File: config.mk
export PLATFORM = sky130hd
export DESIGN_NAME = rgb_color_encoder
export DESIGN_NICKNAME = d
export VERILOG_FILES = /design/src/rtl/rgb_color_encoder.sv
export SDC_FILE = /design/constraint.sdc
export NUM_CORES = 1
export LEC_CHECK = 0
export BUFFER_PORTS_ARGS = -buffer_cell sky130_fd_sc_hd__buf_2
export CORE_MARGIN = 2
export CORE_UTILIZATION = 25
export DETAILED_ROUTE_END_ITERATION = 7
export PLACE_DENSITY = 0.48
export SLEW_MARGIN = 40
export SYNTH_ARGS = -nofsm -noshare
export SYNTH_HDL_FRONTEND = slang
export SYNTH_SLANG_ARGS = --single-unit
File: constraint.sdc
create_clock -name clk -period 15.4 [get_ports clk]
set_input_delay 2.31 -clock clk [delete_from_list [all_inputs] [get_ports clk]]
set_output_delay 2.31 -clock clk [all_outputs]
set_load 0.02 [all_outputs]
File: src/rtl/rgb_color_encoder.sv
// rgb_color_encoder
// Maps a stream of 12-bit RGB pixels back to the palette (color_mode, color)
// pair that produces them. Pixels that are not in the palette resolve to the
// nearest entry by Manhattan distance, with the lowest index winning ties.
// Non-exact results that are handed to the consumer are tallied in a
// saturating miss counter.
//
// Two-stage pipeline under a single advance enable:
//   stage 1 : distances from the incoming pixel to all nine entries
//   stage 2 : min/argmin reduction -> palette code + exact flag
module rgb_color_encoder #(
    parameter int CNT_W = 16
) (
    input  logic             clk,
    input  logic             rst,
    input  logic             in_valid,
    output logic             in_ready,
    input  logic [3:0]       in_red,
    input  logic [3:0]       in_green,
    input  logic [3:0]       in_blue,
    output logic             out_valid,
    input  logic             out_ready,
    output logic             out_color_mode,
    output logic [2:0]       out_color,
    output logic             out_exact,
    input  logic             clr_stats,
    output logic [CNT_W-1:0] miss_count
);

    localparam int N_ENT = 9;

    // Palette RGB values, in tie-break order (index 0 has highest priority).
    localparam logic [11:0] PAL_RGB [0:N_ENT-1] = '{
        12'h000,  // black
        12'hFFF,  // white
        12'h888,  // gray
        12'h421,  // brown
        12'h0F0,  // green
        12'hF00,  // red
        12'hFF0,  // yellow
        12'h00F,  // blue
        12'hFA0   // orange
    };

    // Matching {color_mode, color} codes. Alias codes are never produced.
    localparam logic [3:0] PAL_CODE [0:N_ENT-1] = '{
        4'b0_000,
        4'b0_001,
        4'b0_010,
        4'b0_011,
        4'b1_000,
        4'b1_001,
        4'b1_010,
        4'b1_011,
        4'b1_100
    };

    localparam logic [CNT_W-1:0] CNT_ONE = {{(CNT_W-1){1'b0}}, 1'b1};
    localparam logic [CNT_W-1:0] CNT_MAX = {CNT_W{1'b1}};

    function automatic logic [3:0] abs_diff(input logic [3:0] a, input logic [3:0] b);
        return (a >= b) ? (a - b) : (b - a);
    endfunction

    // Sum of three 4-bit magnitudes; 6 bits covers the 45 maximum.
    function automatic logic [5:0] manhattan(input logic [11:0] p, input logic [11:0] e);
        return {2'b00, abs_diff(p[11:8], e[11:8])}
             + {2'b00, abs_diff(p[7:4],  e[7:4])}
             + {2'b00, abs_diff(p[3:0],  e[3:0])};
    endfunction

    logic             en;
    logic [11:0]      pix_in;

    logic [5:0]       dist_d [0:N_ENT-1];
    logic [5:0]       dist_q [0:N_ENT-1];
    logic             s1_valid_q;

    logic [5:0]       best_dist;
    logic [3:0]       best_code;

    logic             out_valid_q;
    logic             out_mode_q;
    logic [2:0]       out_color_q;
    logic             out_exact_q;
    logic             out_mode_d;
    logic [2:0]       out_color_d;
    logic             out_exact_d;

    logic             xfer;
    logic [CNT_W-1:0] miss_count_q;
    logic [CNT_W-1:0] miss_count_d;

    // The whole pipeline moves together; only a held result blocks it.
    assign en       = !out_valid_q || out_ready;
    assign in_ready = en;
    assign pix_in   = {in_red, in_green, in_blue};

    // Stage 1 combinational: distance to every palette entry in parallel.
    always_comb begin
        for (int k = 0; k < N_ENT; k++) begin
            dist_d[k] = manhattan(pix_in, PAL_RGB[k]);
        end
    end

    // Stage 1 register: valid plus the nine distances.
    always_ff @(posedge clk or posedge rst) begin
        if (rst) begin
            s1_valid_q <= 1'b0;
            for (int k = 0; k < N_ENT; k++) begin
                dist_q[k] <= 6'd0;
            end
        end else if (en) begin
            s1_valid_q <= in_valid;
            for (int k = 0; k < N_ENT; k++) begin
                dist_q[k] <= dist_d[k];
            end
        end
    end

    // Stage 2 combinational: strict less-than scan so the lowest index keeps a tie.
    always_comb begin
        best_dist = dist_q[0];
        best_code = PAL_CODE[0];
        for (int k = 1; k < N_ENT; k++) begin
            if (dist_q[k] < best_dist) begin
                best_dist = dist_q[k];
                best_code = PAL_CODE[k];
            end
        end
    end

    // Stage 2 next-state: split the selected code and flag an exact hit.
    always_comb begin
        out_mode_d  = best_code[3];
        out_color_d = best_code[2:0];
        out_exact_d = (best_dist == 6'd0);
    end

    // Stage 2 register: result held stable while the consumer stalls.
    always_ff @(posedge clk or posedge rst) begin
        if (rst) begin
            out_valid_q <= 1'b0;
            out_mode_q  <= 1'b0;
            out_color_q <= 3'b000;
            out_exact_q <= 1'b0;
        end else if (en) begin
            out_valid_q <= s1_valid_q;
            out_mode_q  <= out_mode_d;
            out_color_q <= out_color_d;
            out_exact_q <= out_exact_d;
        end
    end

    assign xfer = out_valid_q && out_ready;

    // Miss counter next-state: clear dominates, then saturating increment.
    always_comb begin
        miss_count_d = miss_count_q;
        if (clr_stats) begin
            miss_count_d = '0;
        end else if (xfer && !out_exact_q && (miss_count_q != CNT_MAX)) begin
            miss_count_d = miss_count_q + CNT_ONE;
        end
    end

    // Miss counter register.
    always_ff @(posedge clk or posedge rst) begin
        if (rst) begin
            miss_count_q <= '0;
        end else begin
            miss_count_q <= miss_count_d;
        end
    end

    assign out_valid      = out_valid_q;
    assign out_color_mode = out_mode_q;
    assign out_color      = out_color_q;
    assign out_exact      = out_exact_q;
    assign miss_count     = miss_count_q;

endmodule

; ---- Word-level counts from Yosys, hierarchy flattened
; Cells that the tools add are included.
[word_totals]
reg_bits = 77
inputBits = 17
output_inout_bits = 23
word_cells = 116
[op_classes]
n_addsub = 40
n_lt_le_gt_ge = 21
eq_ne = 1
muxes = 31
n_reduce_logical = 8
[ops]
columns = op, n
row1 = $mux 4, 20
row2 = $lt 6x6->1, 8
row3 = $mux 6, 8
row4 = $add 5x4->6, 7
row5 = $add 4x4->5, 7
row6 = $mux 16, 2
row7 = $ge 4x4->1 const B, 7
row8 = $sub 4x4->4 const A, 7
row9 = $sub 4x4->4 const B, 7
row10 = $add 16x1->16 const B, 1
row11 = $ge 4x1->1 const B, 4
row12 = $ne 16x16->1 const B, 1
row13 = $sub 1x4->4 const A, 4
row14 = $add 6x4->6, 2
row15 = $logic_not 6->1, 1
row16 = $ge 4x2->1 const B, 1
row17 = $ge 4x3->1 const B, 1
row18 = $sub 2x4->4 const A, 1
row19 = $sub 3x4->4 const A, 1
row20 = $sub 4x1->4 const B, 1
row21 = $sub 4x2->4 const B, 1
row22 = $sub 4x3->4 const B, 1
row23 = $logic_and 1x1->1, 3
row24 = $logic_not 1->1, 2
row25 = 3 further kinds, 3

; ---- Logic depth before layout (Yosys ltp)
[logic_depth]
ltp_word = 17
depth_mapped = 68

; ---- Worst setup path before layout
; OpenSTA, ideal clock, no wires.
[synth_path]
path_type = reg-to-reg
startpoint = register dist_q[47] (netlist name)
endpoint = register out_mode_q, in the netlist out_color_mode
setup_ps = 141
arrival_ps = 11654
required_time_ps = 15259
slack_ps = 3605
stages_incl_launch_ff = 64
n_path_buf = 2
path_cell_list = dfrtp_1 > ha_1 > a21oi_1 > o21a_1 > o21a_2 > a21oi_1 > ha_1 > nor2_1 > maj3_1 > nand2_1 > and3_1 > o22ai_1 > a21boi_0 > o21ai_1 > nor2_1 > a21oi_1 > inv_1 > ha_1 > (+28 left out) > o41ai_1 > o22a_4 > o21bai_4 > mux2i_1 > ha_1 > and3_1 > a31oi_1 > o211a_1 > buf_6 > mux2_4 > ha_1 > a21oi_1 > nor2b_1 > nor2_1 > o21a_1 > a31o_2 > nor3b_2 > a31oi_1
[synth_between]
elab_chain_cells = 16
elab_cells_between_ends = 21
[synth_lines]
columns = item, line
row1 = start: declaration, 76  ; logic [5:0] dist_q [0:N_ENT-1];
row2 = start signal: indexed assignment, 116  ; dist_q[k] <= dist_d[k];
row3 = $lt 6x6->1, 126  ; if (dist_q[k] < best_dist) begin
row4 = $mux 6 *, 126
row5 = $lt 6x6->1, 126
row6 = $mux 6 *, 126
row7 = $lt 6x6->1, 126
row8 = $mux 6, 126
row9 = $lt 6x6->1, 126
row10 = $mux 6, 126
row11 = $lt 6x6->1, 126
row12 = $mux 6, 126
row13 = $lt 6x6->1, 126
row14 = $mux 6, 126
row15 = $lt 6x6->1, 126
row16 = $mux 6, 126
row17 = $lt 6x6->1, 126
row18 = $mux 4 *, 126
row19 = end signal: assignment, 149  ; out_mode_q <= out_mode_d;
row20 = end: declaration, 83  ; logic out_mode_q;
; Every way passes the cells marked *; elsewhere a longest branch is shown, timed or not.
; A chain may end at the register's enable or synchronous reset.

; ---- Final worst setup path
; Ends and elaborated chain as after synthesis.

==> impl_results.md <==
- Share of layout cells above drive strength 1: 11.1%
- TNS Setup: 0 ns
- Drt first-iter violations: 405
- RSZ-0062 raised after global routing: no
- Area grow syn2layout: 12.3%
- Num ports: 40
- Final min period: 13.32 ns
- CP max FO: 11
- Clock Sinks: 71
- RR Endpoint: out_color_mode$_DFFE_PP0P_
- Mapped Cells: 876
- Worst skew pair latency: 0.34 ns
- Worst Tran Pin Value: 0.723 ns
- Netlist Area Pre-Place: 7380 um2
- Yosys cell types: 79
- Vias/cell: 4.75
- Crit path kind: reg2reg
- Syn nets: 1,004
- Final worst setup slack: 2.08 ns
- Max incr delay on CP: 0.65 ns
- Post-CTS Setup Inserts: 0
- Hold_ws: 0.461 ns
- WL met2: 9.17 mm
- Setup violators final: 0
- Worst setup SP type: flop
- Setup crit end kind: flop
- Initial Utilization: 25.6%
- Largest net degree at the start of global routing: 73
- Die Ht: 176 um
- Tcrit/Tclk final: 86.5%
- Setup Skew: 0.0103 ns
- Dominant cell type by area after synthesis: dfrtp_1
- Worst R2R Start: dist_q[47]$_DFFE_PP0P_
- Worst slew margin: 51.2%
- Synth area leaders: dfrtp_1 (24%), ha_1 (14%), fa_1 (8.1%)
- Die X: 176 um
- First-pass GRT wire length: 32.6 mm
- Final max-slew violation count: 0
- CORE AREA: 28,900 um2
- Status: complete, no violations
- Launch point of the worst path: dist_q[47]$_DFFE_PP0P_
- CTS tree: built
- Sequential share of the synthesized area: 24.1%
- Syn_area_per_cell: 8.42 um2
- Post-CTS resize count: 0
- # hold bufs at CTS: 0
- Synthesis-stage register bit count: 71
- Worst Hold Class: reg2reg
- 1st-pass router iterations: 4
- Row Count: 62
- Antenna violations before repair: 0
- End of the critical path: out_color_mode$_DFFE_PP0P_
- Post-synth EDFFs: 0
- CTS root buf: clkbuf_16
- Metal3 WL: 516 um
- Global route overflow: 0
- Final hold vios: 0
- Vias in the first global route: 6,014
- Top cell type's share of synthesized area: 24.1%
- Total CTS buffers: 9
- Dominant synthesized flop cell: dfrtp_1
- Antenna viol nets, final: 0
- YS warnings: 0
- Die ar.: 30,900 um2
- CP Data Required Time: 15.59 ns
- Critical Path Slowest Stage Cell: o41ai_1
- HPWL Detailed: 15.8 mm
- R2R setup slack: 2.08 ns
- Pre-CTS WS: 2.19 ns
- Routability cong.: 0.846
- Ys async rst share: 100%
- Worst r2r path cells: 61
- Top layer in use: met4
- Nets@finish: 1,036
- Cell mode on critical path: ha_1
- Worst Path Arrival: 13.51 ns
- PortBufs: 39
- # diodes: 0
- Clk buf depth: 2
- Maxcap violations: 0
- Final WL: 19.9 mm
- Max Fclk: 75.1 MHz
- Htree depth: 3
- Clk slew on worst S/H paths: 0.07 ns
- Via count: 6,158
- Metal-1 WL: 9.89 mm
- Tot GR Track Use: 13.2%
- Remaining DRCs: 0
- Wire length per cell: 15.3 um
-- worst min path at each step --
stage,start,end,slack (ns),cells after the start
floorplan,s1_valid_q$_DFFE_PP0P_,s1_valid_q$_DFFE_PP0P_,0.43,2
global placement,s1_valid_q$_DFFE_PP0P_,s1_valid_q$_DFFE_PP0P_,0.44,2
detailed placement,s1_valid_q$_DFFE_PP0P_,out_valid$_DFFE_PP0P_,0.45,1
CTS,s1_valid_q$_DFFE_PP0P_,out_valid$_DFFE_PP0P_,0.47,1
global route,s1_valid_q$_DFFE_PP0P_,out_valid$_DFFE_PP0P_,0.50,1
finish,s1_valid_q$_DFFE_PP0P_,s1_valid_q$_DFFE_PP0P_,0.46,2
-- registers in the layout, indices dropped and copies added, names as in the netlist --
name and count:
out_color 3, out_color_mode 1, dist_q 48, s1_valid_q 1, out_valid 1, out_exact 1
miss_count 16
-- synthesized netlist by cell type (4+ instances only) --
cell type,count
nor2b_1,8
xnor2_1,24
mux2_2,6
and3_1,6
a211o_1,4
fa_1,30
nand2_1,83
a21oi_1,85
clkbuf_1,16
inv_1,97
nand4_1,9
maj3_1,5
xor2_1,17
ha_1,81
nand3_1,22
mux2i_1,19
o21a_1,8
dfrtp_1,71
or2_2,10
o311ai_0,5
o21ai_1,4
a21o_1,21
o2111ai_1,4
nor3_1,16
and2_1,6
a31oi_1,13
o21ai_0,37
o31ai_1,9
nor2_1,78
or3_1,9
-- worst max-delay path: cells and delay by family (launching register included) --
kind / cells / cell delay, ns
adder cells (fa/ha/maj): 10 / 3.19
flip-flops: 1 / 0.40
AND/OR/NAND/NOR: 15 / 1.99
multiplexers: 4 / 1.33
AO/OA/AOI/OAI: 29 / 6.03
buffers and inverters: 3 / 0.21
-- cell families (layout without fill, tap and decap cells) --
family / count (synthesis) / in the layout / synth area share (%)
adder cells (fa/ha/maj): 117 / 117 / 22.7
XOR/XNOR: 41 / 41 / 4.87
AO/OA/AOI/OAI: 237 / 237 / 21.3
flip-flops: 71 / 71 / 24.1
buffers and inverters: 119 / 156 / 6.36
AND/OR/NAND/NOR: 264 / 264 / 16.8
multiplexers: 27 / 27 / 3.88
-- cell usage in the layout, fill, tap and decap left out, types with 4 or more instances in the layout --
master / count
inv_1: 96
a21oi_1: 85
nand2_1: 83
ha_1: 81
nor2_1: 78
dfrtp_1: 71
buf_2: 39
o21ai_0: 37
fa_1: 30
xnor2_1: 24
nand3_1: 22
a21o_1: 21
mux2i_1: 19
xor2_1: 17
nor3_1: 16
a31oi_1: 13
or2_2: 10
nand4_1: 9
or3_1: 9
o31ai_1: 9
clkbuf_16: 9
o21a_1: 8
nor2b_1: 7
and2_1: 6
and3_1: 6
mux2_2: 6
maj3_1: 5
o311ai_0: 5
o2111ai_1: 4
o21ai_1: 4
a211o_1: 4
-- area by class of cell --
type	instances	area [um2]
clock buffers	10	239
clock inverters	6	67.6
fillers	3167	20600
inverters	98	369
multi-input cells	686	5140
flip-flops and latches	71	1780
well taps	384	480
repair buffers	42	221
-- metrics by stage --
stage / utilization, % / area, um2 / std cells
floorplan: - / 7380 / 876
global placement: 27.7 / 7980 / 1281
detailed placement: 27.7 / 7980 / 1281
CTS: 28.7 / 8290 / 1297
global route: 28.7 / 8290 / 1297
finish: 28.7 / 8290 / 1297
-- metal layers --
| metal | up-vias | track usage, % |
|---|---|---|
| li1 | 3132 | - |
| met5 | - | 0 |
| met4 | 0 | 3.34 |
| met2 | 105 | 21.7 |
| met3 | 17 | 1.41 |
| met1 | 2904 | 18.5 |
Power is not shown: default switching activity piles up to over one toggle a cycle in this logic, so the estimate is an artifact.
